### src/rtl/gpr_write_arbiter_pkg.sv
// Shared sizes and state encoding for the gpr write-port arbiter.
package gpr_pkg;

    localparam int GPR_ADDR_W = 5;
    localparam int GPR_DATA_W = 32;
    localparam int GPR_DEPTH  = 32;

    typedef enum logic {
        ST_CLEAR = 1'b0,
        ST_RUN   = 1'b1
    } gpr_state_t;

endpackage

### src/rtl/gpr_write_arbiter_rr_arbiter.sv
// Round-robin priority picker: searches from ptr+1 upward (mod N) and grants
// the first active request. Purely combinational.
module rr_arbiter #(
    parameter int N = 4
) (
    input  logic [N-1:0]         req,
    input  logic [$clog2(N)-1:0] ptr,
    output logic [N-1:0]         grant,
    output logic [$clog2(N)-1:0] grant_idx,
    output logic                 any_grant
);

    localparam int IW = $clog2(N);

    // Walk the requesters in rotated order; the first hit wins.
    always_comb begin
        logic [IW-1:0] idx;
        grant     = '0;
        grant_idx = '0;
        any_grant = 1'b0;
        idx       = '0;
        for (int k = 1; k <= N; k++) begin
            idx = IW'((int'(ptr) + k) % N);
            if (!any_grant && req[idx]) begin
                any_grant      = 1'b1;
                grant[idx]     = 1'b1;
                grant_idx      = idx;
            end
        end
    end

endmodule

### src/rtl/gpr_write_arbiter.sv
// Owns gpr write port C: zeroes the register file after reset or on command,
// then shares the port round-robin between NUM_REQ valid/ready requesters.
//
//  state    | meaning
//  ---------+--------------------------------------------------------------
//  ST_CLEAR | walking addresses 0..DEPTH-1 writing zero; no requests taken
//  ST_RUN   | normal operation; one round-robin grant per cycle
module gpr_write_arbiter
    import gpr_pkg::*;
#(
    parameter int NUM_REQ        = 4,
    parameter int ADDR_W         = GPR_ADDR_W,
    parameter int DATA_W         = GPR_DATA_W,
    parameter bit CLEAR_ON_RESET = 1'b1
) (
    input  logic                         clk,
    input  logic                         rst_n,
    input  logic                         clear_req,
    input  logic [NUM_REQ-1:0]           req_valid,
    input  logic [NUM_REQ*ADDR_W-1:0]    req_addr,
    input  logic [NUM_REQ*DATA_W-1:0]    req_data,
    output logic [NUM_REQ-1:0]           req_ready,
    output logic [$clog2(NUM_REQ)-1:0]   grant_id,
    output logic                         gpr_write_enable,
    output logic [ADDR_W-1:0]            gpr_addrC,
    output logic [DATA_W-1:0]            gpr_data_in_C,
    output logic                         init_done
);

    localparam int DEPTH = 2 ** ADDR_W;
    localparam int IDX_W = $clog2(NUM_REQ);

    gpr_state_t         state, state_nxt;
    logic [ADDR_W-1:0]  clr_cnt;
    logic [IDX_W-1:0]   rr_ptr;
    logic [NUM_REQ-1:0] arb_req;
    logic [NUM_REQ-1:0] arb_grant;
    logic [IDX_W-1:0]   arb_idx;
    logic               arb_any;

    // Requests only reach the arbiter in RUN, out of reset, and when no clear
    // is being launched; this alone keeps ready/grant_id at zero otherwise.
    assign arb_req = (rst_n && state == ST_RUN && !clear_req) ? req_valid : '0;

    rr_arbiter #(.N(NUM_REQ)) u_rr (
        .req       (arb_req),
        .ptr       (rr_ptr),
        .grant     (arb_grant),
        .grant_idx (arb_idx),
        .any_grant (arb_any)
    );

    assign req_ready = arb_grant;
    assign grant_id  = arb_idx;

    // State register.
    always_ff @(posedge clk) begin
        if (!rst_n)
            state <= CLEAR_ON_RESET ? ST_CLEAR : ST_RUN;
        else
            state <= state_nxt;
    end

    // Next-state: leave CLEAR after the last address, re-enter on clear_req.
    always_comb begin
        state_nxt = state;
        case (state)
            ST_CLEAR: if (clr_cnt == ADDR_W'(DEPTH - 1)) state_nxt = ST_RUN;
            ST_RUN:   if (clear_req)                     state_nxt = ST_CLEAR;
            default:  state_nxt = state;
        endcase
    end

    // Clear counter, round-robin pointer and registered port-C drive.
    // init_done follows the state by one cycle so it rises together with the
    // first port-C cycle that is no longer part of the clear sweep.
    always_ff @(posedge clk) begin
        if (!rst_n) begin
            clr_cnt          <= '0;
            rr_ptr           <= IDX_W'(NUM_REQ - 1);
            gpr_write_enable <= 1'b0;
            gpr_addrC        <= '0;
            gpr_data_in_C    <= '0;
            init_done        <= 1'b0;
        end else begin
            init_done <= (state == ST_RUN);
            if (state == ST_CLEAR) begin
                gpr_write_enable <= 1'b1;
                gpr_addrC        <= clr_cnt;
                gpr_data_in_C    <= '0;
                clr_cnt          <= clr_cnt + 1'b1;
            end else begin
                clr_cnt <= '0;
                if (arb_any) begin
                    gpr_write_enable <= 1'b1;
                    gpr_addrC        <= req_addr[arb_idx*ADDR_W +: ADDR_W];
                    gpr_data_in_C    <= req_data[arb_idx*DATA_W +: DATA_W];
                    rr_ptr           <= arb_idx;
                end else begin
                    gpr_write_enable <= 1'b0;
                end
            end
        end
    end

endmodule

### config.mk
export PLATFORM = sky130hd
export DESIGN_NAME = gpr_write_arbiter
export DESIGN_NICKNAME = d
export VERILOG_FILES = /design/src/rtl/gpr_write_arbiter_pkg.sv /design/src/rtl/gpr_write_arbiter_rr_arbiter.sv /design/src/rtl/gpr_write_arbiter.sv
export SDC_FILE = /design/constraint.sdc
export NUM_CORES = 1
export LEC_CHECK = 0
export BUFFER_PORTS_ARGS = -buffer_cell sky130_fd_sc_hd__buf_2
export CAP_MARGIN = 20
export CORE_MARGIN = 2
export CORE_UTILIZATION = 25
export DETAILED_ROUTE_END_ITERATION = 6
export SYNTH_ARGS = -nofsm -noshare
export SYNTH_HDL_FRONTEND = slang
export SYNTH_SLANG_ARGS = --single-unit
### constraint.sdc
create_clock -name clk -period 3.5 [get_ports clk]
set_input_delay 0.175 -clock clk [delete_from_list [all_inputs] [get_ports clk]]
set_output_delay 0.175 -clock clk [all_outputs]
set_load 0.03 [all_outputs]
; ---- Word-level counts from Yosys, hierarchy flattened
; Cells that the tools add are included.
[word_totals]
register_bits = 47
in_bits = 155
output_inout_bits = 45
wordCells = 82
[op_classes]
addsub = 5
mul = 1
order_cmp = 8
eq_ne = 2
shift = 2
muxes = 36
bitwise = 5
n_reduce_logical = 16
[ops]
columns = op, count
row1 = $shiftx A128 B8 Y32, 1
row2 = $mux W4, 5
row3 = $shiftx A20 B6 Y5, 1
row4 = $mux W1, 16
row5 = $lt A2 B3 Y1 const B, 4
row6 = $or A4 B4 Y4, 3
row7 = $mux W5, 2
row8 = $logic_and A1 B1 Y1, 9
row9 = $bmux W1 S2, 4
row10 = $demux W1 S2, 4
row11 = $ge A2 B1 Y1 const B, 4
row12 = $mux W2, 4
row13 = $add A5 B1 Y5 const B, 1
row14 = $eq A5 B5 Y1 const B, 1
row15 = $mul A2 B3 Y5 const B, 1
row16 = $add A2 B1 Y2 const B, 2
row17 = $add A2 B2 Y2 const B, 2
row18 = $logic_not A1 Y1, 4
row19 = $reduce_and A2 Y1, 2
row20 = $ne A2 B1 Y1 const B, 1
row21 = $not A1 Y1, 2
row22 = $pmux W1 S2, 1
row23 = $reduce_or A2 Y1, 1

; ---- Depth between registers and ports, before layout
[depth]
depth_word = 19
ltp_mapped = 11

; ---- Modules after synthesis
; A second synthesis with hierarchy kept.
[hier_totals]
cells_unflattened = 266
hier_area_um2 = 3040.4
[by_module_without_submodules]
columns = module, instances, cells_each, area_per_inst_um2, seq_area_each_um2
row1 = gpr_write_arbiter, 1, 198, 2514.9, 940.9
row2 = rr_arbiter, 1, 68, 525.5, 0.0

; ---- Worst setup path after synthesis
; OpenSTA, ideal clock, no wires.
[synth_path]
path_type = flip-flop to flip-flop
start = register rr_ptr[0]
end = register gpr_addrC[0]
setup_time_ps = 134
arrival_time_ps = 2504
slack_ps = 862
path_stages_with_launch = 11
n_path_buf = 2
path_cell_list = dfxtp_1 buf_6 inv_1 ha_1 or3_1 and4_1 a32oi_2 buf_6 mux2_1 nand2_1 a41oi_1
[synth_between]
elab_chain_cells = 17
elab_cells_between_ends = 31
classes_between = 4 x add/sub / 1 x mul / 1 x eq/ne / 1 x shift / 18 x mux / 6 x reduce/logical
[synth_rtl]
columns = item, line_no
row1 = "start, declared", gpr_write_arbiter.sv:35  ; logic [IDX_W-1:0] rr_ptr;
row2 = "start signal, assigned", gpr_write_arbiter.sv:80  ; rr_ptr <= IDX_W'(NUM_REQ - 1);
row3 = "start signal, assigned", gpr_write_arbiter.sv:98  ; rr_ptr <= arb_idx;
row4 = $add A2 B1 Y2, gpr_write_arbiter_rr_arbiter.sv:23  ; idx = IW'((int'(ptr) + k) % N);
row5 = $bmux W1 S2, gpr_write_arbiter_rr_arbiter.sv:24  ; if (!any_grant && req[idx]) begin
row6 = $mux W1 (implied by the code), gpr_write_arbiter_rr_arbiter.sv:24
row7 = $mux W1, gpr_write_arbiter_rr_arbiter.sv:24
row8 = $logic_not A1 Y1, gpr_write_arbiter_rr_arbiter.sv:24
row9 = $logic_and A1 B1 Y1, gpr_write_arbiter_rr_arbiter.sv:24
row10 = $mux W1, gpr_write_arbiter_rr_arbiter.sv:24
row11 = $logic_not A1 Y1, gpr_write_arbiter_rr_arbiter.sv:24
row12 = $logic_and A1 B1 Y1, gpr_write_arbiter_rr_arbiter.sv:24
row13 = $mux W1, gpr_write_arbiter_rr_arbiter.sv:24
row14 = $logic_not A1 Y1, gpr_write_arbiter_rr_arbiter.sv:24
row15 = $logic_and A1 B1 Y1, gpr_write_arbiter_rr_arbiter.sv:24
row16 = $mux W2, gpr_write_arbiter_rr_arbiter.sv:24
row17 = $mul A2 B3 Y5, gpr_write_arbiter.sv:96  ; gpr_addrC <= req_addr[arb_idx*ADDR_W +: ADDR_W];
row18 = $shiftx A20 B6 Y5, gpr_write_arbiter.sv:96
row19 = $mux W5, gpr_write_arbiter.sv:94  ; if (arb_any) begin
row20 = $mux W5, gpr_write_arbiter.sv:87  ; if (state == ST_CLEAR) begin
row21 = "end signal, assigned", gpr_write_arbiter.sv:89  ; gpr_addrC <= clr_cnt;
row22 = "end signal, assigned", gpr_write_arbiter.sv:96
row23 = "end, declared", gpr_write_arbiter.sv:25  ; output logic [ADDR_W-1:0] gpr_addrC,
; Parallel ways exist; a longest one is shown, timed or not. The select of a mux whose other input is x is not followed.
; A chain may end at the register's enable or synchronous reset.

; ---- Worst setup path after layout
[layout_path]
start = register rr_ptr[0]
end = output port req_ready[0]
[layout_between]
elab_chain_cells = 13
elab_cells_between_ends = 48
classes_between = 4 x add/sub / 8 x order compare / 23 x mux / 3 x bitwise / 10 x reduce/logical
[layout_rtl]
columns = item, line_no
row1 = branches (longest 12 deep; another with $lt A2 B3 Y1), n/a
row2 = $mux W4 *, gpr_write_arbiter_rr_arbiter.sv:24
row3 = "end, declared", gpr_write_arbiter.sv:22  ; output logic [NUM_REQ-1:0] req_ready,
; Every way passes the cells marked *. The select of a mux whose other input is x is not followed.

==> run_results.csv <==
group,metric,value,unit
run_status,outcome,"complete, no violations",
sta,post-route-min-period,3054,ps
cts,cts_resized,0,
hold_path,hold_path_class,"in -> reg",
finish,layout.cells.most_common,"buf_2",
finish,drive_above_1_share,0.5010,
critical_path,worst_path_max_delay_cell,"dfxtp_1",
global_routing,grt_max_degree,39,
routing,via_per_inst,4.792,
cts,ctsHoldBuffers,0,
critical_path,cp-end-kind,"output pin",
critical_path,r2r_end,"gpr_addrC[3]",
critical_path,worstSetupEndpoint,"req_ready[0]",
critical_path,reg2reg_slack,510,ps
synthesis,async_reset_ff_frac,0,
synthesis,synth_largest_area_cell,"dfxtp_1",
power_and_ir_drop,switching_share,0.2249,
cts,root_buffer,"clkbuf_16",
synthesis,ys.flop_type,"dfxtp_1",
placement,gp_congestion,0.8542,
critical_path,critPathMaxFanout,12,
sta,fin_crit_sh,0.8726,
global_routing,grt_pass1_wl,16.55,mm
finish,area_growth,40.96,%
critical_path,crit_type,"reg -> out",
routing,num_vias,3292,
synthesis,seq_area_frac_synth,0.2919,
sta,fmax,327.4,MHz
power_and_ir_drop,intPower,0.9309,mW
floorplanning,die_x,117.5,um
synthesis,synth_area_leaders,"dfxtp_1, mux2i_1, a221oi_2",
placement,dp_cells,679,
finish,fill_cells,1354,
power_and_ir_drop,p_seq_frac,0.453,
routing,drtIter0Drc,111,
power_and_ir_drop,clockPowerShare,0.422,
synthesis,syn-instance-count,323,
synthesis,ys_types,43,
floorplanning,coreArea,0.01262,mm^2
finish,antenna_cells,0,
sta,setup_violations,0,
flow_run,drv_cap,0,
critical_path,crit_start,"rr_ptr[0]",
critical_path,regToRegStartpoint,"rr_ptr[0]",
power_and_ir_drop,comb_power_share,0.125,
sta,tightest_slew,552.4,ps
cts,cts_setup_buffers,0,
floorplanning,ios,200,
global_routing,antenna_found_initial,0,
critical_path,required,3320,ps
cts,clk_latency,280,ps
critical_path,cp-start-kind,"flop",
routing,wl_per_cell,15.15,um
sta,maxSlewHeadroom,0.6291,
floorplanning,rows,41,
placement,port_buffers,199,
cts,cts_made_buffers,5,
power_and_ir_drop,p_switching,0.2702,mW
sta,rsz0062_at_grt,"no",
synthesis,avgSynthCellArea,9.979,um^2
routing,first_pass_iters,4,
finish,fin_nets,679,
routing,drc_errors,0,
cts,clkTransAtPathRegs,60,ps
synthesis,synthesis.area,0.003223,mm^2
global_routing,grt_pass1_vias,3327,
sta,hold_ws,105.8,ps
power_and_ir_drop,peakVddDrop,0.1683,mV
sta,final-hold-violation-count,0,
floorplanning,start_util,0.2554,
sta,skew,2.880,ps
synthesis,yosysTopAreaCellShare,0.2919,
sta,drv_slew,0,
global_routing,globalRouteTotalUtil,0.1438,
routing,ant_nets,0,
cts,clock_path_buffers,2,
placement,hpwl,7.930,mm
sta,tns,0,ps
synthesis,synth_edf_count,0,
synthesis,synth_seq_cells,47,
synthesis,syn_nets,488,
critical_path,crit_chain,"inv_1 -> ha_1 -> inv_1 -> or4_1 -> a211oi_1 -> a22oi_1 -> nand2_1 -> buf_2",
critical_path,reg2regPathDepth,9,
critical_path,cp_common_cell,"inv_1",
power_and_ir_drop,leakage,2.338,nW
cts,cts_tree,"yes",
floorplanning,dieArea,0.01382,mm^2
global_routing,gr-total-overflow,0,
hold_path,holdPathStages,2,
critical_path,cp.arrival,2880,ps
finish,finalNonFillerCells,687,
floorplanning,die_y,117.5,um
cts,cts-htree-levels,2,
routing,routed_wl,10.41,mm
synthesis,yosys_warnings,0,
cts,clock-sinks,47,
finish,layout_common_cells,"buf_2, mux2i_1, dfxtp_1",
critical_path,cpPeakStageDelay,650,ps
power_and_ir_drop,power.density,264.4,mW/mm^2
cell families after synthesis:
logic type	count (synthesis)	synth area share
AO/OA/AOI/OAI	93	0.2597
multiplexers	75	0.2368
AND/OR/NAND/NOR	61	0.09473
flip-flops	47	0.2919
buffers and inverters	33	0.06483
adder cells (fa/ha/maj)	10	0.03882
XOR/XNOR	4	0.01320
stage by stage:
stage | utilization | power [mW] | cell area [um^2] | setup WS [ps]
after floorplan | - | 0.6068 | 3223 | 861.9
after global placement | 0.3476 | 0.7043 | 4387 | 574.6
after detailed placement | 0.3476 | 0.7066 | 4387 | 483.2
after CTS | 0.3600 | 1.221 | 4543 | 422.4
after global routing | 0.3600 | 1.250 | 4543 | 152.7
final | 0.3600 | 1.201 | 4543 | 446.0
power by group through the flow:
stage | logic, mW | registers, mW | clock network, mW
2_1_floorplan | 0.0465 | 0.560 | 0
3_3_place_gp | 0.148 | 0.556 | 0
3_5_place_dp | 0.151 | 0.556 | 0
4_1_cts | 0.151 | 0.544 | 0.526
5_1_grt | 0.166 | 0.544 | 0.540
6_report | 0.150 | 0.544 | 0.507
worst min-delay path by stage:
stage,from,endpoint,slack (ps)
after detailed placement,rst_n,rr_ptr[0],400
after floorplan,rst_n,rr_ptr[0],240
final,rst_n,rr_ptr[0],110
after global routing,rst_n,rr_ptr[0],120
after global placement,rst_n,rr_ptr[0],400
after CTS,rst_n,rr_ptr[0],100
cells in the mapped netlist, types with 2 or more instances:
master and number:
xnor2_1 2, clkbuf_1 15, a221oi_1 3, a22oi_1 9, ha_1 10, nor2_1 11
mux2_2 2, nand2_1 21, buf_12 3, buf_2 2, dfxtp_1 47, nand4_1 2
mux2_1 4, mux2i_1 68, inv_1 8, buf_6 4, a41oi_1 5, nand3_1 12
a21oi_1 3, or4_1 2, nand2b_1 2, o21ai_0 39, a221oi_2 29
layer usage:
layer | share of wire | vias up | GRT usage
li1 | - | 1621 | -
met1 | 0.45 | 1527 | 0.1784
met3 | 0.059 | 9 | 0.03052
met5 | 0 | - | 0
met2 | 0.49 | 135 | 0.2540
met4 | 0.0097 | 0 | 0.03389
critical path: cells and delay by family, from the launching register on:
kind / cells / cell delay, ps
fa+ha+maj: 1 / 330
simple gates: 2 / 610
buf+inv: 3 / 400
flops: 1 / 650
compound gates: 2 / 610
area by class of cell:
class / instances / area [um^2] / area share
clock buffer: 8 / 156.4 / 0.03443
sequential: 47 / 940.9 / 0.2071
timing repair buffer: 209 / 1084 / 0.2385
multi-input combinational: 243 / 2117 / 0.4660
tap: 172 / 215.2 / 0.04737
inverter: 8 / 30.03 / 0.006610
flip-flops by register name, indices dropped and copies added, names as in the netlist:
signal / count
gpr_addrC: 5
rr_ptr: 2
init_done: 1
gpr_write_enable: 1
state: 1
clr_cnt: 5
gpr_data_in_C: 32
No activity file was read; power rests on OpenSTA's default activity.
